File: config.mk
export PLATFORM = sky130hd
export DESIGN_NAME = flog_stream_ctrl
export DESIGN_NICKNAME = d
export VERILOG_FILES = /design/src/rtl/flog_stream_ctrl.sv
export SDC_FILE = /design/constraint.sdc
export NUM_CORES = 1
export LEC_CHECK = 0
export CAP_MARGIN = 10
export CORE_MARGIN = 10
export CORE_UTILIZATION = 44
export DETAILED_ROUTE_END_ITERATION = 6
export GPL_ROUTABILITY_DRIVEN = 0
export PLACE_DENSITY = 0.67
export RECOVER_POWER = 100
export SLEW_MARGIN = 20
export SYNTH_ARGS = -nofsm -noshare
export SYNTH_HDL_FRONTEND = slang
export SYNTH_SLANG_ARGS = --single-unit
File: constraint.sdc
create_clock -name clk -period 6.9 [get_ports clk]
set_input_delay 1.035 -clock clk [delete_from_list [all_inputs] [get_ports clk]]
set_output_delay 1.035 -clock clk [all_outputs]
set_load 0.01 [all_outputs]
File: src/rtl/flog_stream_ctrl.sv
// flog_stream_ctrl: valid/ready streaming front-end for the bfloat16 log2 core.
// Special operands (zero, denormal, inf, NaN, negative) are resolved locally;
// normal operands are sequenced through the core's reset/valid handshake.
// All results leave in order through a DEPTH-entry result FIFO.
// Build option: define FLOG_TIMEOUT_EN to enable the CORE_RUN watchdog.
module flog_stream_ctrl #(
    parameter int EXP_WIDTH   = 8,
    parameter int FRACT_WIDTH = 7,
    parameter int DEPTH       = 4,
    parameter int RST_CYCLES  = 2,
    parameter int TIMEOUT     = 64
) (
    input  logic                   clk,
    input  logic                   rst,
    input  logic                   in_sign,
    input  logic [EXP_WIDTH-1:0]   in_exp,
    input  logic [FRACT_WIDTH-1:0] in_fract,
    input  logic                   in_valid,
    output logic                   in_ready,
    output logic                   core_rst,
    output logic                   core_sign,
    output logic [EXP_WIDTH-1:0]   core_exp,
    output logic [FRACT_WIDTH-1:0] core_fract,
    output logic                   core_valid_i,
    input  logic                   core_s,
    input  logic [EXP_WIDTH-1:0]   core_e,
    input  logic [FRACT_WIDTH-1:0] core_f,
    input  logic                   core_valid_o,
    output logic                   out_sign,
    output logic [EXP_WIDTH-1:0]   out_exp,
    output logic [FRACT_WIDTH-1:0] out_fract,
    output logic                   out_valid,
    input  logic                   out_ready,
    output logic                   err_timeout
);

    localparam int DW    = 1 + EXP_WIDTH + FRACT_WIDTH;
    localparam int PTR_W = $clog2(DEPTH);
    localparam int CNT_W = PTR_W + 1;
    localparam int RST_W = $clog2(RST_CYCLES + 1);

    localparam logic [EXP_WIDTH-1:0]   EXP_ONES  = '1;
    localparam logic [FRACT_WIDTH-1:0] FRACT_MSB = FRACT_WIDTH'(1) << (FRACT_WIDTH - 1);
    localparam logic [DW-1:0] QNAN    = {1'b0, EXP_ONES, FRACT_MSB};
    localparam logic [DW-1:0] POS_INF = {1'b0, EXP_ONES, {FRACT_WIDTH{1'b0}}};
    localparam logic [DW-1:0] NEG_INF = {1'b1, EXP_ONES, {FRACT_WIDTH{1'b0}}};

    typedef enum logic [1:0] {IDLE, CORE_RST, CORE_RUN, CORE_DONE} state_t;

    state_t                 state_q, state_d;
    logic [RST_W-1:0]       rst_cnt_q, rst_cnt_d;
    logic                   core_sign_q, core_sign_d;
    logic [EXP_WIDTH-1:0]   core_exp_q, core_exp_d;
    logic [FRACT_WIDTH-1:0] core_fract_q, core_fract_d;
    logic [PTR_W-1:0]       wr_ptr_q, wr_ptr_d;
    logic [PTR_W-1:0]       rd_ptr_q, rd_ptr_d;
    logic [CNT_W-1:0]       count_q, count_d;
    logic [DW-1:0]          mem_q [DEPTH];

    logic                   push_en;
    logic [DW-1:0]          push_data;
    logic                   fifo_pop;
    logic [DW:0]            cls;
    logic                   in_accept;
    logic                   tmo_hit;

    // Returns {is_special, special_result}; ordering matters: any NaN first,
    // then +inf, then zero/denormal of either sign, then remaining negatives.
    function automatic logic [DW:0] classify(input logic                   s,
                                             input logic [EXP_WIDTH-1:0]   e,
                                             input logic [FRACT_WIDTH-1:0] f);
        logic [DW:0] r;
        r = {1'b0, s, e, f};
        if (e == EXP_ONES) begin
            if (f != '0)   r = {1'b1, QNAN};
            else if (!s)   r = {1'b1, POS_INF};
            else           r = {1'b1, QNAN};
        end else if (e == '0) begin
            r = {1'b1, NEG_INF};
        end else if (s) begin
            r = {1'b1, QNAN};
        end
        return r;
    endfunction

`ifdef FLOG_TIMEOUT_EN
    localparam int TMO_W = $clog2(TIMEOUT + 1);
    logic [TMO_W-1:0] tmo_cnt_q, tmo_cnt_d;
    logic             err_q, err_d;

    assign tmo_hit = (tmo_cnt_q == TMO_W'(TIMEOUT - 1));

    // Watchdog: counts cycles spent in CORE_RUN; the error flag is sticky.
    always_comb begin
        tmo_cnt_d = '0;
        err_d     = err_q;
        if (state_q == CORE_RUN) begin
            tmo_cnt_d = tmo_cnt_q + TMO_W'(1);
            if (!core_valid_o && tmo_hit) err_d = 1'b1;
        end
    end

    // Watchdog registers.
    always_ff @(posedge clk) begin
        if (rst) begin
            tmo_cnt_q <= '0;
            err_q     <= 1'b0;
        end else begin
            tmo_cnt_q <= tmo_cnt_d;
            err_q     <= err_d;
        end
    end

    assign err_timeout = err_q;
`else
    // Watchdog compiled out: the limit has no effect on this build.
    localparam int timeout_unused = TIMEOUT;
    assign tmo_hit     = 1'b0;
    assign err_timeout = 1'b0;
`endif

    assign in_ready  = !rst && (state_q == IDLE) && (count_q < CNT_W'(DEPTH));
    assign in_accept = in_valid && in_ready;
    assign out_valid = (count_q != '0);
    assign fifo_pop  = out_valid && out_ready;

    assign core_sign  = core_sign_q;
    assign core_exp   = core_exp_q;
    assign core_fract = core_fract_q;

    assign {out_sign, out_exp, out_fract} = out_valid ? mem_q[rd_ptr_q] : '0;

    // Next-state, core handshake outputs and FIFO push selection.
    always_comb begin
        state_d      = state_q;
        rst_cnt_d    = rst_cnt_q;
        core_sign_d  = core_sign_q;
        core_exp_d   = core_exp_q;
        core_fract_d = core_fract_q;
        push_en      = 1'b0;
        push_data    = '0;
        core_rst     = 1'b1;
        core_valid_i = 1'b0;
        cls          = classify(in_sign, in_exp, in_fract);
        case (state_q)
            IDLE: begin
                if (in_accept) begin
                    if (cls[DW]) begin
                        push_en   = 1'b1;
                        push_data = cls[DW-1:0];
                    end else begin
                        core_sign_d  = in_sign;
                        core_exp_d   = in_exp;
                        core_fract_d = in_fract;
                        rst_cnt_d    = '0;
                        state_d      = CORE_RST;
                    end
                end
            end
            CORE_RST: begin
                if (rst_cnt_q == RST_W'(RST_CYCLES - 1)) state_d = CORE_RUN;
                else rst_cnt_d = rst_cnt_q + RST_W'(1);
            end
            CORE_RUN: begin
                core_rst     = 1'b0;
                core_valid_i = 1'b1;
                if (core_valid_o) begin
                    push_en   = 1'b1;
                    push_data = {core_s, core_e, core_f};
                    state_d   = CORE_DONE;
                end else if (tmo_hit) begin
                    push_en   = 1'b1;
                    push_data = QNAN;
                    state_d   = CORE_DONE;
                end
            end
            CORE_DONE: state_d = IDLE;
            default:   state_d = IDLE;
        endcase
    end

    // FIFO pointer and occupancy update; push and pop together hold count.
    always_comb begin
        wr_ptr_d = wr_ptr_q;
        rd_ptr_d = rd_ptr_q;
        count_d  = count_q;
        if (push_en)  wr_ptr_d = wr_ptr_q + PTR_W'(1);
        if (fifo_pop) rd_ptr_d = rd_ptr_q + PTR_W'(1);
        case ({push_en, fifo_pop})
            2'b10:   count_d = count_q + CNT_W'(1);
            2'b01:   count_d = count_q - CNT_W'(1);
            default: count_d = count_q;
        endcase
    end

    // Control and operand registers.
    always_ff @(posedge clk) begin
        if (rst) begin
            state_q      <= IDLE;
            rst_cnt_q    <= '0;
            core_sign_q  <= 1'b0;
            core_exp_q   <= '0;
            core_fract_q <= '0;
            wr_ptr_q     <= '0;
            rd_ptr_q     <= '0;
            count_q      <= '0;
        end else begin
            state_q      <= state_d;
            rst_cnt_q    <= rst_cnt_d;
            core_sign_q  <= core_sign_d;
            core_exp_q   <= core_exp_d;
            core_fract_q <= core_fract_d;
            wr_ptr_q     <= wr_ptr_d;
            rd_ptr_q     <= rd_ptr_d;
            count_q      <= count_d;
        end
    end

    // FIFO storage; unreset because the outputs are masked while empty.
    always_ff @(posedge clk) begin
        if (push_en) mem_q[wr_ptr_q] <= push_data;
    end

endmodule

**After elaboration in Yosys (flattened, before gate mapping)**

Memory sizes are Yosys's and may differ from the RTL's. A register that Yosys moved wholly into a read port is not among the register bits.
Index checks and enable logic that the tools add are counted.
Widths: inputs -> output; s select.

- Add/subtract/negate cells: 5
- Order comparisons: 1
- Equal/unequal tests: 12
- Muxes and demuxes: 30
- Bitwise logic cells: 1
- Reductions and logical operators: 14

Operator list:

| cell | count |
|---|---|
| $mux 17 | 4 |
| $mux 16 | 4 |
| $pmux 16 s2 | 1 |
| $mux 2 | 9 |
| $ne 2x2->1 const B | 5 |
| $eq 8x8->1 const B | 1 |
| $logic_not 8->1 | 1 |
| $pmux 2 s4 | 1 |
| $reduce_and 4->1 | 2 |
| $mux 1 | 7 |
| $mux 7 | 1 |
| $reduce_bool 7->1 | 1 |
| $add 2x1->2 const B | 3 |
| $eq 2x1->1 const B | 3 |
| $eq 2x2->1 const B | 3 |
| $pmux 3 s2 | 1 |
| $logic_and 1x1->1 | 4 |
| $pmux 2 s2 | 1 |
| $reduce_bool 2->1 | 2 |
| $add 3x1->3 const B | 1 |
| $lt 3x3->1 const B | 1 |
| $reduce_and 3->1 | 1 |
| $reduce_bool 3->1 | 1 |
| $sub 3x1->3 const B | 1 |
| other kinds (4) | 4 |

- Register bits: 27
- Bits in writable memories: 64
- Input bits: 37
- Output and inout port bits: 37
- Logic and storage cells: 72
- Memories: 1

Memory list:

| memory | words | bits a word | rd ports | clocked after memory_dff | wr ports | RTL line | text |
|---|---|---|---|---|---|---|---|
| mem_q | 4 | 16 | 1 | 1 | 1 | 58 | `logic [DW-1:0] mem_q [DEPTH];` |

**Longest topological paths before layout**

- Depth after elaboration: 8
- Mapped depth: 12
- Depth with buffers taken out: 12

**Worst setup path after synthesis**

Ideal clock, no wire load.

- Path type: input port to flip-flop
- Start: input in_exp[6]
- End: register count_q[2]
- Library setup time: 0.070 ns
- Arrival time: 2.913 ns
- Required time: 6.830 ns
- Slack: 3.917 ns
- Stages: 10
- Path buffers: 0
- Cells stage by stage: and4_1 -> a21oi_4 -> a21oi_4 -> nor2_2 -> ha_1 -> inv_1 -> fa_1 -> xor2_1 -> or3_1 -> a21oi_1

- Cells in the longest elaborated chain, start to end: 8
- Elaborated cells between the ends (all ways): 11
- Classes of those cells: 3 x eq/ne; 6 x mux; 2 x reduce/logical

Ends and longest elaborated chain:

| item | RTL line | text |
|---|---|---|
| start, declared | 16 | `input logic [EXP_WIDTH-1:0] in_exp,` |
| $logic_not 8->1 | 78 | `end else if (e == '0) begin` |
| $mux 17 | 78 |  |
| $mux 17 * | 74 | `if (e == EXP_ONES) begin` |
| $mux 1 * | 148 | `if (cls[DW]) begin` |
| $mux 1 * | 147 | `if (in_accept) begin` |
| $pmux 1 s2 * | 145 | `case (state_q)` |
| $eq 2x1->1 or $eq 2x2->1 (tied branches) | 189 | `case ({push_en, fifo_pop})` |
| $pmux 3 s2 or $reduce_bool 2->1 (tied branches) | -- |  |
| end signal, assigned | 215 | `count_q <= count_d;` |
| end, declared | 57 | `logic [CNT_W-1:0] count_q, count_d;` |

Every way passes the cells marked *; elsewhere a longest branch is shown, timed or not.
A chain may end at the register's enable or synchronous reset.

**Final worst setup path**

- Start: input in_exp[3]
- End: memory mem_q[2][15] in the netlist's numbering (enable)

- Cells in the longest elaborated chain, start to end: 8
- Elaborated cells between the ends (all ways): 9
- Classes of those cells: 1 x eq/ne; 7 x mux; 1 x reduce/logical

Ends and longest elaborated chain:

| item | RTL line | text |
|---|---|---|
| $logic_not 8->1 | 78 |  |
| $mux 17 | 78 |  |
| $mux 17 * | 74 |  |
| $mux 1 * | 148 |  |
| $mux 1 * | 147 |  |
| $pmux 1 s2 * | 145 |  |
| $mux 1 * | 221 | `if (push_en) mem_q[wr_ptr_q] <= push_data;` |
| $mux 1 (implied by the code) * | 221 |  |
| end, declared | 58 |  |

Marks and branches as above.

==> out/results.ini <==
[outcome]
status=completed

[sta]
layout_setup_ws_ns=2.656
slew_headroom_pct=25.97
setup_viol=0
fin_skew_ns=0.01500
setup_tns_ns=0
hold_viol_final=0
whs_ns=0.5010
fmax_mhz=235.6
worstMarginPinSlew_ns=1.110
rsz0062_at_grt=false
fin_crit_ns=4.244
maxSlewViolCount=0
fin_crit_sh_pct=61.51

[detailed_routing]
drc_errors=0
dr.max_layer_used=met4
wl_met1_um=3595
wl_met3_um=631
wl_um=8313
first_iter_violations=111
wl_met2_um=4004
via_count=2421
ant_nets=0
vias_per_cell=5.206
avgRoutedWirePerCell_um=17.88
detail_route.first_pass.iterations=4

[clocking]
ctsHoldBuffers=0
cts-buffers-inserted=9
clock_latency_ns=0.36
tritoncts=done
clk_pin_slew_ns=0.10
cts.repair.resized=0
ctsHtreeMaxLevel=3
cts-root-buf=clkbuf_8
cts_setup_buffers=0
clock_path_buffers=2
clkSinkCount=93

[yosys]
synth_flop_cell=edfxtp_1
avgSynthCellArea_sq_um=14.53
asyncSetResetFlopFracSynth_pct=0
netlist_top_cells_area=edfxtp_1 (48%), dfxtp_1 (14%), mux4_2 (9.0%), mux2i_1 (3.7%), ha_1 (3.1%)
synth_top_area_share_pct=47.76
netlist_area_sq_um=4024
synth_seq_cells=93
synth_cell_types=45
seq_area_frac_synth_pct=62.19
synth_edf_count=64
synth_nets=325
synth_top_area_cell=edfxtp_1
yosysWarnings=0
synth_cells=277

[setup_path]
cp_max_fo=16
path_delay_family=buffers and inverters
worst_ep_arrival_time_ns=4.22
cpMaxStageDelayCell=clkbuf_1
critPathLaunchType=input pin
path_cells=dlygate4sd3_1 > nor4_1 > nand2_2 > a21oi_1 > nor2_1 > nor2b_1 > clkbuf_1
crit_type=in2reg
cpPeakStageDelay_ns=0.83
critPathBufInv=2
endpoint_kind=flop
required_ns=6.88

[cells_and_area]
diodes=0
fillers=730
drive_gt1_share_pct=11.48
multiInputGateArea_sq_um=1345
syn_to_final_growth_pct=23.32
seqCellArea_sq_um=2502
final_nets=400

[die]
boundaryPins=74
die_h_um=115.6
dieArea_sq_um=13370
dieWidth_um=115.6
rows=34
coreArea_sq_um=8806
initial_core_util_pct=45.69

[power_and_ir_drop]
p_per_area_nw_per_um2=289.0
leakage_nw=1.954
peakVddDrop_mv=0.1405

[place]
portBuffers=72
dp.final_hpwl_um=5754
dpl_worst_slack_ns=3.199

[global_route]
grt_pass1_wl_um=13590
grt_usage_pct=12.90
grt_overflow=0
grt_max_degree=33
first_global_vias=2606
antenna_found_initial=0

[hold_path]
hold_path.class=reg2reg

[run]
max_cap_violations=0

-- logic make-up (layout without fill, tap and decap cells) --
| logic type | after synthesis | after routing | synth area share [%] |
|---|---|---|---|
| buffers and inverters | 25 | 105 | 3.265 |
| AOI/OAI and AO/OA | 30 | 30 | 5.659 |
| and+or+nand+nor | 81 | 81 | 11.35 |
| adders and majority gates | 11 | 11 | 3.607 |
| xor gates and xnor gates | 4 | 4 | 0.8708 |
| other | 1 | 1 | 0.09319 |
| DFF | 93 | 93 | 62.19 |
| muxes | 32 | 32 | 12.97 |
-- cell usage in the layout (no fill, tap or decap), types with 3 or more instances in the layout --
cell             netlist  layout
a21oi_1                6       8
nor2_1                25      26
edfxtp_1              64      64
o21ai_0                7       8
mux4_2                16      16
and2_1                18      16
inv_6                  0       3
clkbuf_1               7       4
nand2_1                8       8
dlygate4sd3_1          0      38
dfxtp_1               29      29
clkbuf_8               0       9
inv_1                 11      11
xor2_1                 3       3
ha_1                  10      10
or3_1                  4       4
clkdlybuf4s50_1        0      34
a21o_1                 8       8
and3_1                 6       6
nand2b_1               3       3
nor2b_1                5       5
mux2i_1               15      15
-- layer usage --
metal  vias up  global-route usage, %
li1       1162                      -
met1      1186                  15.18
met3        10                  5.736
met5         -                      0
met4         0                  2.669
met2        63                  21.47
-- synthesized netlist by cell type (2+ instances only) --
cell      count
nand2_1       8
dfxtp_1      29
buf_2         2
buf_4         3
and3_1        6
a21oi_1       6
o21ai_0       7
nor4_1        2
clkbuf_1      7
a21oi_4       2
nand2b_1      3
mux4_2       16
nor2_1       25
xor2_1        3
edfxtp_1     64
inv_1        11
a21o_1        8
ha_1         10
or3_1         4
nor2b_1       5
and2_1       18
mux2i_1      15
-- per-stage QoR --
stage	power (W)	area, sq um	std cells	util (%)
5_1_grt	0.001520	4962	465	56.35
3_3_place_gp	0.001128	4835	449	54.90
4_1_cts	0.001490	5022	465	57.03
2_1_floorplan	0.0009539	4024	277	-
3_5_place_dp	0.001138	4835	449	54.90
6_report	0.001434	4962	465	56.35
-- final cells by class --
class	instances	share of cell area [%]
Inverter	11	0.8321
Tap cell	108	2.723
Clock buffer	9	2.496
Sequential cell	93	50.43
Clock inverter	7	1.286
Timing Repair Buffer	78	15.13
Multi-Input combinational cell	159	27.11
-- where the power goes --
part	internal, W	switching, W	leakage (nW)
Sequential	0.000644	0.0000199	0.835
Clock	0.000140	0.000211	0.0907
Combinational	0.000210	0.000210	1.03
Total	0.000993	0.000441	1.95
-- worst register-to-register path, cell delays in order, from the launching register on --
cell and delay (ns):
dfxtp_1 0.34, inv_1 0.10, ha_1 0.20, nor3b_2 0.25, nand2_1 0.11, a21oi_1 0.76
nor2_1 0.27, nor2b_1 0.17, clkbuf_1 0.83
-- registers in the layout (all words and copies together), names as in the netlist, named ones only --
name and flops:
state_q 2, rd_ptr_q 2, core_sign 1, rst_cnt_q 2, core_exp 8, count_q 3
core_fract 7, mem_q 64, wr_ptr_q 2
-- final timing paths --
check | startpoint | endpoint | slack (ns) | cells past startpoint
setup / recovery | in_exp[3] | mem_q[2][15] | 2.66 | 7
hold / removal | core_exp[7] | core_exp[7] | 0.50 | 2
hold reg to reg | core_exp[7] | core_exp[7] | 0.50 | 2
setup reg to reg | state_q[0] | mem_q[2][15] | 3.50 | 8
Power figures use the tool's default switching activity.
==> variant 1 (same flow settings) <==
Set the parameter `RST_CYCLES` to 1 (it was 2).
--- a/src/rtl/flog_stream_ctrl.sv
+++ b/src/rtl/flog_stream_ctrl.sv
@@ -7,7 +7,7 @@
     parameter int EXP_WIDTH   = 8,
     parameter int FRACT_WIDTH = 7,
     parameter int DEPTH       = 4,
-    parameter int RST_CYCLES  = 2,
+    parameter int RST_CYCLES  = 1,
     parameter int TIMEOUT     = 64
 ) (
     input  logic                   clk,
Function: changed (Yosys sat finds a counterexample within 4 cycles, from zero or initial values and one cycle with rst high).
==> variant 1 against the original RTL <==
Routed wire length shrank 4.3%; clock skew shrank 0.0068 ns; first-iteration DRC count shrank 13%; combinational power shrank 6.7%; sequential cell count shrank 2; count of clock-buffer cells in the layout is the same; setup slack gained 0.16 ns; power shrank 2.3%; non-clock buffer count shrank 5; area after synthesis shrank 1.6%; final area shrank 1.3%; critical endpoint is now in_ready; highest routed layer unchanged.
==> variant 1: results <==
group,metric,value,unit
global_route,grt_pass1_wl,12.8,mm
critical_path,crit_slowest_cell,"sky130_fd_sc_hd__dlygate4sd3_1",
global_route,antenna_found_initial,0,
hold_path,hold_wc_path_type,"reg2reg",
yosys,synth_cell_types,44,
critical_path,cp_data_arrival_time,3.05,ns
layout,drive_above_1_share,12.4,%
placed_design,numPortBuffers,72,
yosys,synth_async_sr_flop_share,0,%
yosys,yosys-top-cells-area,"sky130_fd_sc_hd__edfxtp_1 49%, sky130_fd_sc_hd__dfxtp_1 14%, sky130_fd_sc_hd__mux4_2 9.1%",
critical_path,cp_max_fo,28,
timing,finalClockSkew,0.00816,ns
layout,antenna_cells,0,
layout,num-fill-cells,743,
yosys,syn-num-nets,309,
layout,nets,379,
critical_path,cpPeakStageDelay,1.22,ns
status,result_of_the_run,"finished, final reports clean",
drt,detailedRoute.firstPassIterationCount,4,
global_route,largest_net_degree_at_the_start_of_global_routing,29,
timing,worst_slew_margin_rel,19.2,%
global_route,first_global_vias,2510,
layout,regMostFlops,"mem_q",
clock_tree,resized_cells_post_cts,0,
clock_tree,cts_buffer_depth,2,
clock_tree,clockRootBuffer,"sky130_fd_sc_hd__clkbuf_8",
clock_tree,clk_latency,0.36,ns
pwr,power.ir.vdd_worst,161,uV
clock_tree,clk_pin_slew,0.09,ns
drt,route.final.wire_length,7.95,mm
drt,dr_vias_cell,5.17,
global_route,grt_util_all_layers,12.3,%
yosys,synth-edff-count,64,
yosys,yosys_warnings,0,
pwr,total_leakage_power,1.88,nW
timing,totalNegativeSetupSlack,0,ns
yosys,yosys-top-cells-count,"64 x sky130_fd_sc_hd__edfxtp_1, 27 x sky130_fd_sc_hd__dfxtp_1, 23 x sky130_fd_sc_hd__and2_1",
layout,largest_reg_flops,64,
clock_tree,cts_buf_count,9,
placed_design,detailedPlacementHpwl,5.44,mm
clock_tree,cts_htree_levels,3,
clock_tree,post-cts-setup-buffers,0,
pwr,p_switching,413,uW
drt,detailedRoute.firstIterationViolations,97,
yosys,seq_area_frac_synth,62.2,%
==> variant 1: worst paths after layout <==
path | from | end | slack (ns) | cells past startpoint
max | rst | in_ready | 2.82 | 3
min | core_sign$_SDFFE_PP0P_ | core_sign$_SDFFE_PP0P_ | 0.48 | 1
max reg2reg | state_q[0]$_SDFFE_PP0P_ | count_q[2]$_SDFFE_PP0P_ | 3.62 | 12
min reg2reg | core_sign$_SDFFE_PP0P_ | core_sign$_SDFFE_PP0P_ | 0.48 | 1
==> variant 1: per-layer routing <==
metal	global-route usage [%]	vias up	share of wire (%)
li1	-	1111	-
met1	14.1	1123	42
met2	20.0	63	48
met3	5.31	8	8.9
met4	4.46	0	1.2
met5	0	-	0
==> variant 1: final cells by class <==
cell class	instances	share of cell area, %
tap	108	2.76
clock buffer	9	2.53
sequential	91	50.3
clock inverter	7	1.56
inverter	10	0.767
timing repair buffer	73	14.9
multi-input combinational	148	27.2
==> variant 1: logic make-up (layout without fill, tap and decap cells) <==
kind of cell / after synthesis / count (layout) / share of synthesized area, %
flops: 91 / 91 / 62.2
simple gates: 77 / 77 / 11.3
mux: 34 / 34 / 15.0
buf+inv: 24 / 99 / 3.06
compound gates: 23 / 23 / 4.42
fa+ha+maj: 9 / 9 / 3.03
xor+xnor: 4 / 4 / 0.885
other cells: 1 / 1 / 0.0947
==> variant 1: power groups by stage <==
stage / Clock, mW / Combinational, mW / Sequential, mW
6_report: 0.351 / 0.392 / 0.659
5_1_grt: 0.386 / 0.433 / 0.664
4_1_cts: 0.367 / 0.435 / 0.660
3_5_place_dp: 0 / 0.434 / 0.672
3_3_place_gp: 0 / 0.430 / 0.671
2_1_floorplan: 0 / 0.261 / 0.671
==> variant 1: through the flow <==
step | cell area (sq um) | std cells | hold slack [ns] | setup WS [ns] | util, %
5_1_grt | 4900 | 446 | 0.495 | 2.67 | 56.1
3_3_place_gp | 4740 | 430 | 0.470 | 2.80 | 54.3
3_5_place_dp | 4740 | 430 | 0.469 | 2.69 | 54.3
4_1_cts | 4940 | 446 | 0.485 | 2.75 | 56.6
2_1_floorplan | 3960 | 263 | 0.455 | 3.94 | -
6_report | 4900 | 446 | 0.479 | 2.82 | 56.1
==> variant 1: worst max-delay path: cells and delay by family <==
| kind | cells | cell delay [ns] |
|---|---|---|
| buf+inv | 2 | 1.88 |
| simple gates | 1 | 0.13 |
==> variant 2 (same settings) <==
Made on the original files. Re-encode `state_t` (4 states) as one-hot, 4 bits wide.
--- a/src/rtl/flog_stream_ctrl.sv
+++ b/src/rtl/flog_stream_ctrl.sv
@@ -45,7 +45,7 @@
     localparam logic [DW-1:0] POS_INF = {1'b0, EXP_ONES, {FRACT_WIDTH{1'b0}}};
     localparam logic [DW-1:0] NEG_INF = {1'b1, EXP_ONES, {FRACT_WIDTH{1'b0}}};
 
-    typedef enum logic [1:0] {IDLE, CORE_RST, CORE_RUN, CORE_DONE} state_t;
+    typedef enum logic [3:0] {IDLE = 4'b0001, CORE_RST = 4'b0010, CORE_RUN = 4'b0100, CORE_DONE = 4'b1000} state_t;
 
     state_t                 state_q, state_d;
     logic [RST_W-1:0]       rst_cnt_q, rst_cnt_d;
Function: no difference found for any inputs over 4 cycles, from zero or initial values and one cycle with rst high; so few cycles prove little.
==> variant 2 against the original RTL <==
Synthesized cell count rose by 4.0%; area after synthesis grew 1.9%; largest cell class unchanged; routed wire length rose by 2.1%; power fell by 12%; final area grew 1.7%; setup slack got worse by 0.26 ns; largest power group unchanged; die area increased by 1.5%; non-clock buffer count shrank 2; sequential cell count is 2 higher; register-to-register slack lost 0.51 ns; count of clock-buffer cells in the layout stayed put; clock skew shrank 0.0010 ns.
==> variant 2: results <==
group,metric,value,unit
status,result_of_the_run,"finished, final reports clean",
yosys,syn-num-nets,332,
critical_path,r2r_setup_slack,2.99,ns
layout,nets,402,
pwr,power.ir.vdd_worst,148,uV
critical_path,setup.worst_path.start,"rst",
layout,drive_above_1_share,12.4,%
critical_path,reg2regPathDepth,7,
yosys,synth_xor_area_share,1.07,%
placed_design,detailedPlacementHpwl,5.88,mm
critical_path,r2r_start,"state_q[2]$_SDFFE_PP0P_",
critical_path,crit_path_end,"count_q[2]$_SDFFE_PP0P_",
yosys,yosys-top-cells-count,"64 x sky130_fd_sc_hd__edfxtp_1, 31 x sky130_fd_sc_hd__dfxtp_1, 24 x sky130_fd_sc_hd__and2_1",
global_route,first_global_vias,2645,
global_route,grt_pass1_wl,13.8,mm
yosys,yosys-top-cells-area,"sky130_fd_sc_hd__edfxtp_1 47%, sky130_fd_sc_hd__dfxtp_1 15%, sky130_fd_sc_hd__mux4_2 8.8%",
yosys,synth_cell_types,48,
critical_path,cpPeakStageDelay,1.28,ns
critical_path,crit_slowest_cell,"sky130_fd_sc_hd__dlygate4sd3_1",
drt,detailedRoute.firstIterationViolations,87,
yosys,post_synth_mux_area_share,11.0,%
placed_design,pre_cts_ws,2.32,ns
timing,finalClockSkew,0.0140,ns
critical_path,cp_max_fo,30,
global_route,grt_util_all_layers,13.2,%
timing,worst_slew_margin_rel,3.83,%
layout,num-fill-cells,771,
critical_path,cp_data_arrival_time,4.79,ns
global_route,largest_net_degree_at_the_start_of_global_routing,31,
timing,maxClockFrequency,222,MHz
yosys,seq_area_frac_synth,62.0,%
pwr,total_leakage_power,1.80,nW
drt,route.final.wire_length,8.49,mm
==> variant 2: final cells by class <==
cell class                      instances  area share (%)
Timing Repair Buffer                   76            14.6
Sequential cell                        95            50.4
Clock buffer                            9            2.45
Clock inverter                          7            1.31
Inverter                               10           0.743
Tap cell                              111            2.75
Multi-Input combinational cell        166            27.8
==> variant 2: through the flow <==
step	instances	power, mW	instance area (sq um)
final	474	1.26	5050
after floorplan	288	0.813	4100
after global placement	458	0.939	4910
after CTS	474	1.29	5100
after detailed placement	458	0.945	4910
after global routing	474	1.32	5050
==> variant 2: cell families (layout without fill, tap and decap cells) <==
family,Yosys count,in the layout
multiplexers,24,24
AO/OA/AOI/OAI,44,44
AND/OR/NAND/NOR,85,85
buffers and inverters,27,102
flip-flops,95,95
XOR/XNOR,5,5
adder cells (fa/ha/maj),7,7
other,1,1
==> variant 2: routing by layer <==
layer | vias to the layer above | track usage [%] | share of wire (%)
li1 | 1226 | - | -
met1 | 1226 | 15.8 | 43
met2 | 71 | 21.0 | 47
met3 | 7 | 6.27 | 9.0
met4 | 0 | 3.42 | 1.1
met5 | - | 0 | 0
==> variant 2: worst min path at each step <==
stage	from	endpoint	slack, ns	depth (start not counted)
2_1_floorplan	rst_cnt_q[0]$_SDFFE_PP0P_	rst_cnt_q[0]$_SDFFE_PP0P_	0.46	2
3_3_place_gp	core_exp[2]$_SDFFE_PP0P_	core_exp[2]$_SDFFE_PP0P_	0.46	2
3_5_place_dp	core_exp[4]$_SDFFE_PP0P_	core_exp[4]$_SDFFE_PP0P_	0.46	2
4_1_cts	core_exp[4]$_SDFFE_PP0P_	core_exp[4]$_SDFFE_PP0P_	0.48	2
5_1_grt	core_sign$_SDFFE_PP0P_	core_sign$_SDFFE_PP0P_	0.50	1
6_report	core_exp[4]$_SDFFE_PP0P_	core_exp[4]$_SDFFE_PP0P_	0.48	2
==> variant 2: power groups by stage <==
stage / clock network [mW] / logic, mW / registers [mW]
global route: 0.382 / 0.281 / 0.657
detailed placement: 0 / 0.279 / 0.666
finish: 0.349 / 0.256 / 0.651
CTS: 0.358 / 0.280 / 0.653
global placement: 0 / 0.274 / 0.665
floorplan: 0 / 0.166 / 0.647
==> variant 2: worst min-delay path, stage by stage (launching register included) <==
cell and delay [ns]:
sky130_fd_sc_hd__dfxtp_1 0.32, sky130_fd_sc_hd__o31ai_1 0.06, sky130_fd_sc_hd__a21oi_1 0.06
